## config.mk

```make
export PLATFORM = sky130hd
export DESIGN_NAME = answer_entry_check_flat
export DESIGN_NICKNAME = d
export VERILOG_FILES = /design/src/rtl/answer_entry_check_if.sv /design/src/rtl/answer_entry_check.sv /design/src/flat_wrapper.sv
export SDC_FILE = /design/constraint.sdc
export NUM_CORES = 1
export LEC_CHECK = 0
export ABC_CLOCK_PERIOD_IN_PS = 2900
export BUFFER_PORTS_ARGS = -buffer_cell sky130_fd_sc_hd__clkbuf_2
export CAP_MARGIN = 20
export CORE_UTILIZATION = 45
export CTS_CLUSTER_SIZE = 14
export DETAILED_ROUTE_END_ITERATION = 8
export MAX_ROUTING_LAYER = met4
export PLACE_DENSITY = 0.69
export SLEW_MARGIN = 0
export SYNTH_ARGS = -nofsm -noshare
export SYNTH_HDL_FRONTEND = slang
export SYNTH_SLANG_ARGS = --single-unit
```

## constraint.sdc

```tcl
create_clock -name Clock -period 2.9 [get_ports Clock]
set_clock_uncertainty 0.2 [all_clocks]
set_input_delay 0.435 -clock Clock [delete_from_list [all_inputs] [get_ports Clock]]
set_output_delay 0.435 -clock Clock [all_outputs]
set_load 0.03 [all_outputs]
```

## src/rtl/answer_entry_check_if.sv

```systemverilog
// Bus between the answer-entry checker and its driver: start/expected snapshot,
// switch data with the Go button, and the entry/result status.
interface answer_entry_check_if #(
   parameter int WIDTH     = 8,
   parameter int N_ENTRIES = 6
);
   logic                         start;
   logic [N_ENTRIES*WIDTH-1:0]   exp_flat;
   logic [WIDTH-1:0]             data_in;
   logic                         Go;
   logic [2:0]                   entry_idx;
   logic                         awaiting;
   logic                         retry_pulse;
   logic [N_ENTRIES-1:0]         mismatch_mask;
   logic [1:0]                   tries_used;
   logic                         correct;
   logic                         wrong;

   modport master (
      output start, exp_flat, data_in, Go,
      input  entry_idx, awaiting, retry_pulse, mismatch_mask, tries_used, correct, wrong
   );

   modport slave (
      input  start, exp_flat, data_in, Go,
      output entry_idx, awaiting, retry_pulse, mismatch_mask, tries_used, correct, wrong
   );
endinterface

```

## src/rtl/answer_entry_check.sv

```systemverilog
// Snapshots the reduced matrix entries, collects one keyed answer per Go press and
// reports correct/wrong after a bounded number of attempts.
module answer_entry_check #(
   parameter int WIDTH     = 8,
   parameter int N_ENTRIES = 6,
   parameter int MAX_TRIES = 3
) (
   input  logic                 Clock,
   input  logic                 Reset,
   answer_entry_check_if.slave  bus
);
   typedef enum logic [1:0] {
      IDLE    = 2'd0,
      WAIT_GO = 2'd1,
      COMPARE = 2'd2,
      RESULT  = 2'd3
   } state_t;

   localparam logic [2:0] LAST_IDX  = 3'(N_ENTRIES - 1);
   localparam logic [1:0] TRY_LIMIT = 2'(MAX_TRIES);

   state_t               state_q, state_d;
   logic                 go_q;
   logic                 go_rise;
   logic [2:0]           idx_q, idx_d;
   logic [N_ENTRIES-1:0] mask_q, mask_d;
   logic [1:0]           tries_q, tries_d;
   logic [1:0]           tries_inc;
   logic                 correct_q, correct_d;
   logic                 wrong_q, wrong_d;
   logic                 retry_q, retry_d;
   logic [WIDTH-1:0]     exp_q  [N_ENTRIES];
   logic [WIDTH-1:0]     exp_d  [N_ENTRIES];
   logic [WIDTH-1:0]     exp_in [N_ENTRIES];
   logic [WIDTH-1:0]     exp_sel;

   generate
      for (genvar gi = 0; gi < N_ENTRIES; gi++) begin : g_unpack
         assign exp_in[gi] = bus.exp_flat[gi*WIDTH +: WIDTH];
      end
   endgenerate

   // go_q follows Go in every state, so a button already held on entry never counts as a press.
   assign go_rise   = bus.Go & ~go_q;
   assign exp_sel   = exp_q[idx_q];
   assign tries_inc = tries_q + 2'd1;

   always_comb begin
      state_d   = state_q;
      idx_d     = idx_q;
      mask_d    = mask_q;
      tries_d   = tries_q;
      correct_d = correct_q;
      wrong_d   = wrong_q;
      retry_d   = 1'b0;
      exp_d     = exp_q;

      case (state_q)
         IDLE, RESULT: begin
            if (bus.start) begin
               exp_d     = exp_in;
               idx_d     = 3'd0;
               mask_d    = '0;
               tries_d   = 2'd0;
               correct_d = 1'b0;
               wrong_d   = 1'b0;
               state_d   = WAIT_GO;
            end
         end

         WAIT_GO: begin
            if (go_rise) begin
               // The first capture of a retry wipes the previous attempt's mask.
               if (idx_q == 3'd0) begin
                  mask_d = '0;
               end
               mask_d[idx_q] = (bus.data_in != exp_sel);
               if (idx_q == LAST_IDX) begin
                  state_d = COMPARE;
               end else begin
                  idx_d = idx_q + 3'd1;
               end
            end
         end

         COMPARE: begin
            tries_d = tries_inc;
            if (mask_q == '0) begin
               correct_d = 1'b1;
               state_d   = RESULT;
            end else if (tries_inc == TRY_LIMIT) begin
               wrong_d = 1'b1;
               state_d = RESULT;
            end else begin
               retry_d = 1'b1;
               idx_d   = 3'd0;
               state_d = WAIT_GO;
            end
         end

         default: state_d = IDLE;
      endcase
   end

   always_ff @(posedge Clock) begin
      if (Reset) begin
         state_q   <= IDLE;
         go_q      <= 1'b0;
         idx_q     <= 3'd0;
         mask_q    <= '0;
         tries_q   <= 2'd0;
         correct_q <= 1'b0;
         wrong_q   <= 1'b0;
         retry_q   <= 1'b0;
         for (int i = 0; i < N_ENTRIES; i++) begin
            exp_q[i] <= '0;
         end
      end else begin
         state_q   <= state_d;
         go_q      <= bus.Go;
         idx_q     <= idx_d;
         mask_q    <= mask_d;
         tries_q   <= tries_d;
         correct_q <= correct_d;
         wrong_q   <= wrong_d;
         retry_q   <= retry_d;
         exp_q     <= exp_d;
      end
   end

   assign bus.entry_idx     = idx_q;
   assign bus.awaiting      = (state_q == WAIT_GO);
   assign bus.retry_pulse   = retry_q;
   assign bus.mismatch_mask = mask_q;
   assign bus.tries_used    = tries_q;
   assign bus.correct       = correct_q;
   assign bus.wrong         = wrong_q;
endmodule

```

## src/flat_wrapper.sv

```systemverilog
// flat-port wrapper written by rule: the top's interface ports become plain ports
module answer_entry_check_flat 
#(
   parameter int WIDTH     = 8,
   parameter int N_ENTRIES = 6,
   parameter int MAX_TRIES = 3
)
  (Clock, Reset, bus_start, bus_exp_flat, bus_data_in, bus_Go, bus_entry_idx, bus_awaiting, bus_retry_pulse, bus_mismatch_mask, bus_tries_used, bus_correct, bus_wrong);
  answer_entry_check_if #(.WIDTH(WIDTH), .N_ENTRIES(N_ENTRIES)) bus_i ();
  input  logic Clock;
  input  logic Reset;
  input wire logic [$bits(bus_i.start)-1:0] bus_start;
  input wire logic [$bits(bus_i.exp_flat)-1:0] bus_exp_flat;
  input wire logic [$bits(bus_i.data_in)-1:0] bus_data_in;
  input wire logic [$bits(bus_i.Go)-1:0] bus_Go;
  output wire logic [$bits(bus_i.entry_idx)-1:0] bus_entry_idx;
  output wire logic [$bits(bus_i.awaiting)-1:0] bus_awaiting;
  output wire logic [$bits(bus_i.retry_pulse)-1:0] bus_retry_pulse;
  output wire logic [$bits(bus_i.mismatch_mask)-1:0] bus_mismatch_mask;
  output wire logic [$bits(bus_i.tries_used)-1:0] bus_tries_used;
  output wire logic [$bits(bus_i.correct)-1:0] bus_correct;
  output wire logic [$bits(bus_i.wrong)-1:0] bus_wrong;
  assign bus_i.start = bus_start;
  assign bus_i.exp_flat = bus_exp_flat;
  assign bus_i.data_in = bus_data_in;
  assign bus_i.Go = bus_Go;
  assign bus_entry_idx = bus_i.entry_idx;
  assign bus_awaiting = bus_i.awaiting;
  assign bus_retry_pulse = bus_i.retry_pulse;
  assign bus_mismatch_mask = bus_i.mismatch_mask;
  assign bus_tries_used = bus_i.tries_used;
  assign bus_correct = bus_i.correct;
  assign bus_wrong = bus_i.wrong;
  answer_entry_check #(.WIDTH(WIDTH), .N_ENTRIES(N_ENTRIES), .MAX_TRIES(MAX_TRIES)) u_core (.Clock(Clock), .Reset(Reset), .bus(bus_i));
endmodule
```

* Word-level counts from Yosys, hierarchy flattened *
Cells that the tools add are included.

operators by class
  add/subtract/negate cells = 2
  magnitude comparators = 3
  eq/ne operators = 14
  multiplexer cells = 33
  bitwise logic cells = 4
  reduce and logical (&&, ||, !) cells = 15

operators by type and width
  kind                  number
  $mux W6               5
  $bmux W8 S3           1
  $mux W8               2
  $mux W3               5
  $mux W2               6
  $pmux W6 S2           1
  $pmux W3 S3           1
  $reduce_and A3 Y1     3
  $ne A2 B1 Y1 const B  4
  $ne A2 B2 Y1 const B  4
  $ne A8 B8 Y1          1
  $bwmux W6             1
  $eq A2 B2 Y1 const B  3
  $logic_not A6 Y1      1
  $mux W1               6
  $pmux W2 S3           1
  $reduce_and A5 Y1     1
  $ge A4 B4 Y1 const B  1
  $lt A3 B4 Y1 const B  1
  $not A3 Y4            1
  $pmux W1 S2           2
  $pmux W2 S2           1
  $reduce_and A2 Y1     2
  $reduce_and A4 Y1     1
  other kinds (14)      16

word-level totals
  register bits = 65
  input bits = 60
  output and inout port bits = 15
  logic and storage cells = 85

* Longest topological paths before layout *
  word-level depth = 8
  mapped depth = 9
  gate-level depth less buffers = 8

* Worst setup path after synthesis *
Ideal clock, no wire load.

  path type = reg2reg
  start = register u_core.idx_q[1] (netlist: u_core.bus.entry_idx[1])
  end = register u_core.mask_q[1] (netlist: u_core.bus.mismatch_mask[1])
  library setup time = 116 ps
  data arrival time = 2402 ps
  data required time = 2584 ps
  slack = 182 ps
  cell stages (with the launch flop) = 9
  buffers on the path = 2
  clock period less this slack = 2718 ps
  cell sequence = dfxtp_1 > buf_2 > clkbuf_1 > mux4_2 > a22oi_1 > xor2_1 > o21ai_0 > o41a_1 > a41o_1

on the way
  word-level cells in the longest chain between the ends = 8
  elaborated cells between the ends (all ways) = 17
  those cells by class = order compare (2); eq/ne (1); mux (11); bitwise (1); reduce/logical (2)

ends and longest elaborated chain
  what                                        line                       text
  start, declared                             answer_entry_check.sv:25   logic [2:0] idx_q, idx_d;
  start signal, assigned                      answer_entry_check.sv:121  idx_q <= idx_d;
  $not A3 Y4 (not written as such)            answer_entry_check.sv:45   assign exp_sel = exp_q[idx_q];
  $bmux W8 S3                                 answer_entry_check.sv:45
  $mux W8 (not written as such) (2 in a row)  answer_entry_check.sv:45
  $ne A8 B8 Y1                                answer_entry_check.sv:77   mask_d[idx_q] = (bus.data_in != exp_sel);
  $bwmux W6 *                                 answer_entry_check.sv:77
  $mux W6 *                                   answer_entry_check.sv:72   if (go_rise) begin
  $pmux W6 S2 *                               answer_entry_check.sv:58   case (state_q)
  end signal, assigned                        answer_entry_check.sv:122  mask_q <= mask_d;
  end, declared                               answer_entry_check.sv:26   logic [N_ENTRIES-1:0] mask_q, mask_d;

Mark *: on every way between the ends. The rest lies on a longest branch, timed or not. The select of a mux whose other input is x is not followed.
A chain may end at the register's enable or synchronous reset.

* Worst setup path in the final report *
  start = register u_core.idx_q[0] (netlist: u_core.bus.entry_idx[0])
  end = register u_core.mask_q[3] (netlist: u_core.bus.mismatch_mask[3])

Same word-level chain as after synthesis.

==> results.json <==
{
  "p_leak_nw": 1.54,
  "finalCritPeriodShare": 0.909,
  "syn_nets": 435,
  "mostFrequentLayoutCell": "nand2_1",
  "numCtsBuffers": 9,
  "holdCritStartpoint": "bus_exp_flat[3]",
  "cts_resized": 0,
  "critPathMaxFanout": 8,
  "finalNetCount": 506,
  "routabilityCongestion": 0.839,
  "worst_slack_ns": 0.265,
  "synth.distinct_cells": 38,
  "final_cells": 521,
  "grt_pass1_wl_mm": 12.1,
  "syn_to_final_growth_pct": 21.2,
  "pre_cts_ws_ns": 0.131,
  "start_kind": "flip-flop",
  "n_fill_cell": 623,
  "drt_iter0_drc": 163,
  "setup-violations-final": 0,
  "grt-ovfl-total": 0,
  "setup-tns-final_ns": 0,
  "ys_warn_count": 0,
  "grt_setup_unrepaired": "false",
  "die_h_um": 83.8,
  "crit_path_end_kind": "flip-flop",
  "drive_above_1_share": 0.252,
  "pwr-share-clk": 0.253,
  "row_count": 29,
  "ys_ff_latch": 65,
  "synth_largest_area_cell": "dfxtp_1",
  "synth_seq_area_share": 0.432,
  "arrival_ns": 2.67,
  "drt-pass1-iter-count": 4,
  "routed_via_density": 5.26,
  "maxCapViolations": 0,
  "synth_area_mm2": 0.00301,
  "powerDensity_mw_per_mm2": 807,
  "start_util": 0.471,
  "antenna_cells": 0,
  "yosys-top-cells-area": "dfxtp_1, nand2_1, a21oi_1",
  "wire_per_inst_um": 14.0,
  "grt_max_degree": 59,
  "r2r_setup_slack_ns": 0.27,
  "hp-class": "in -> reg",
  "drtAntennaViolNets": 0,
  "cts_root_buffer": "clkbuf_8",
  "hold_viol": 0,
  "grt_pass1_vias": 2506,
  "pwr-share-comb": 0.355,
  "pin_count": 75,
  "tightest_slew_ns": 0.673,
  "power_frac_seq": 0.392,
  "fp.dieW_um": 83.8,
  "mostFrequentLayoutCells": "nand2_1, clkbuf_2, a21oi_1, dfxtp_1, nor2_1",
  "maxSlewViolCount": 0,
  "maxSlewHeadroom": 0.551,
  "max_freq_mhz": 380,
  "r2r_start": "u_core.bus.entry_idx[0]",
  "die_area_mm2": 0.00702,
  "intPower_w": 0.00185,
  "cts_hold_buf": 0,
  "p_sw_w": 0.00109,
  "vdd_drop_max_mv": 0.401,
  "status": "complete, no violations",
  "swShare": 0.371,
  "crit_type": "reg -> reg",
  "vias": 2742,
  "cts_tree": "done",
  "cp-startpoint": "u_core.bus.entry_idx[0]",
  "clockBufferDepth": 2,
  "wirelength_mm": 7.29,
  "place_hpwl_mm": 5.26,
  "port_buffers": 74,
  "grt.total_usage": 0.228,
  "syn_avg_cell_area_um2": 8.18,
  "synth_top_cell_area_share": 0.432,
  "antenna_found_initial": 0,
  "design_area_mm2": 0.00365,
  "core_mm2": 0.00639,
  "drc": 0,
  "finalPower_w": 0.00294,
  "clk-insertion-delay-late_ns": 0.35,
  "dp.cells": 505,
  "cts_setup_buffers": 0,
  "place_area_mm2": 0.00346,
  "period_minus_slack_ns": 2.63,
  "clkTransAtPathRegs_ns": 0.07,
  "clkSinkCount": 65,
  "critical_path_required_ns": 2.94,
  "htree_levels": 3,
  "postSynthCellCount": 368
}
-- critical path, stage by stage, from the launching register on --
cell and delay [ns]:
dfxtp_2 0.45, buf_4 0.20, mux2_1 0.33, a22oi_1 0.23, xor2_1 0.17, o2111ai_1 0.14
o41a_1 0.53, a41o_1 0.28
-- flip-flops by register name, indices dropped and copies added, names as in the netlist --
| signal | cells |
|---|---|
| u_core.bus.wrong | 1 |
| u_core.bus.entry_idx | 3 |
| u_core.bus.tries_used | 2 |
| u_core.bus.retry_pulse | 1 |
| u_core.state_q | 2 |
| u_core.bus.correct | 1 |
| u_core.go_q | 1 |
| u_core.exp_q | 48 |
| u_core.bus.mismatch_mask | 6 |
-- layout make-up --
type / instances / area [µm²] / share of cell area
Clock inverter: 6 / 58.8 / 0.0161
Tap cell: 77 / 96.3 / 0.0264
Multi-Input combinational cell: 268 / 1560 / 0.427
Timing Repair Buffer: 85 / 465 / 0.128
Inverter: 10 / 37.5 / 0.0103
Clock buffer: 10 / 128 / 0.0350
Sequential cell: 65 / 1300 / 0.357
-- worst paths after layout --
path	to	cells after the start
max	u_core.bus.mismatch_mask[3]	7
min	u_core.exp_q[43]	3
max reg2reg	u_core.bus.mismatch_mask[3]	7
min reg2reg	u_core.exp_q[1]	2
-- kinds of logic after synthesis --
| group | after synthesis | synth area share |
|---|---|---|
| AND/OR/NAND/NOR | 135 | 0.181 |
| AO/OA/AOI/OAI | 103 | 0.202 |
| flip-flops | 65 | 0.432 |
| buffers and inverters | 35 | 0.0499 |
| multiplexers | 17 | 0.0877 |
| adder cells (fa/ha/maj) | 7 | 0.0291 |
| XOR/XNOR | 6 | 0.0175 |
-- cell usage after synthesis --
cell       instances
clkbuf_1          18
a21boi_0           4
buf_6              2
o31a_1             1
xor2_1             6
o2111ai_1          1
and2_1             1
nor2b_1            2
mux2_2             3
a31o_1             2
o41a_1             1
a41o_1             2
nor3_1             3
nand2b_1           3
ha_1               7
a21oi_1           65
nor4_1             1
and3_1             2
o21a_1             2
o21ai_0           10
mux4_2             7
nand4_1            2
a32o_1             2
mux2i_1            5
buf_1              2
inv_1             10
nor2_1            11
nor3b_1            1
a211oi_1           4
a21o_1             1
o31ai_1            3
a22oi_1            4
mux2_1             2
buf_2              3
or4_1              1
o221a_2            1
nand2_1          108
dfxtp_1           65
-- power by group through the flow --
stage	Combinational [W]	Clock, W	Sequential [W]
final	0.00105	0.000745	0.00115
after global routing	0.00117	0.000813	0.00117
after CTS	0.00105	0.000763	0.00115
after detailed placement	0.00104	0	0.00117
after global placement	0.00103	0	0.00117
after floorplan	0.000756	0	0.00116
-- through the flow --
step                       util  hold WS, ns
after global placement    0.542        0.241
after CTS                 0.571       0.0902
after detailed placement  0.542        0.247
final                     0.571        0.103
after floorplan               -        0.232
after global routing      0.571       0.0988
-- layer usage --
layer | GRT usage | wire [µm]
met2 | 0.339 | 3410
met3 | 0.0435 | 395
met4 | 0.122 | 201
met5 | - | 0
met1 | 0.294 | 3290
No activity file was read; power rests on OpenSTA's default activity.
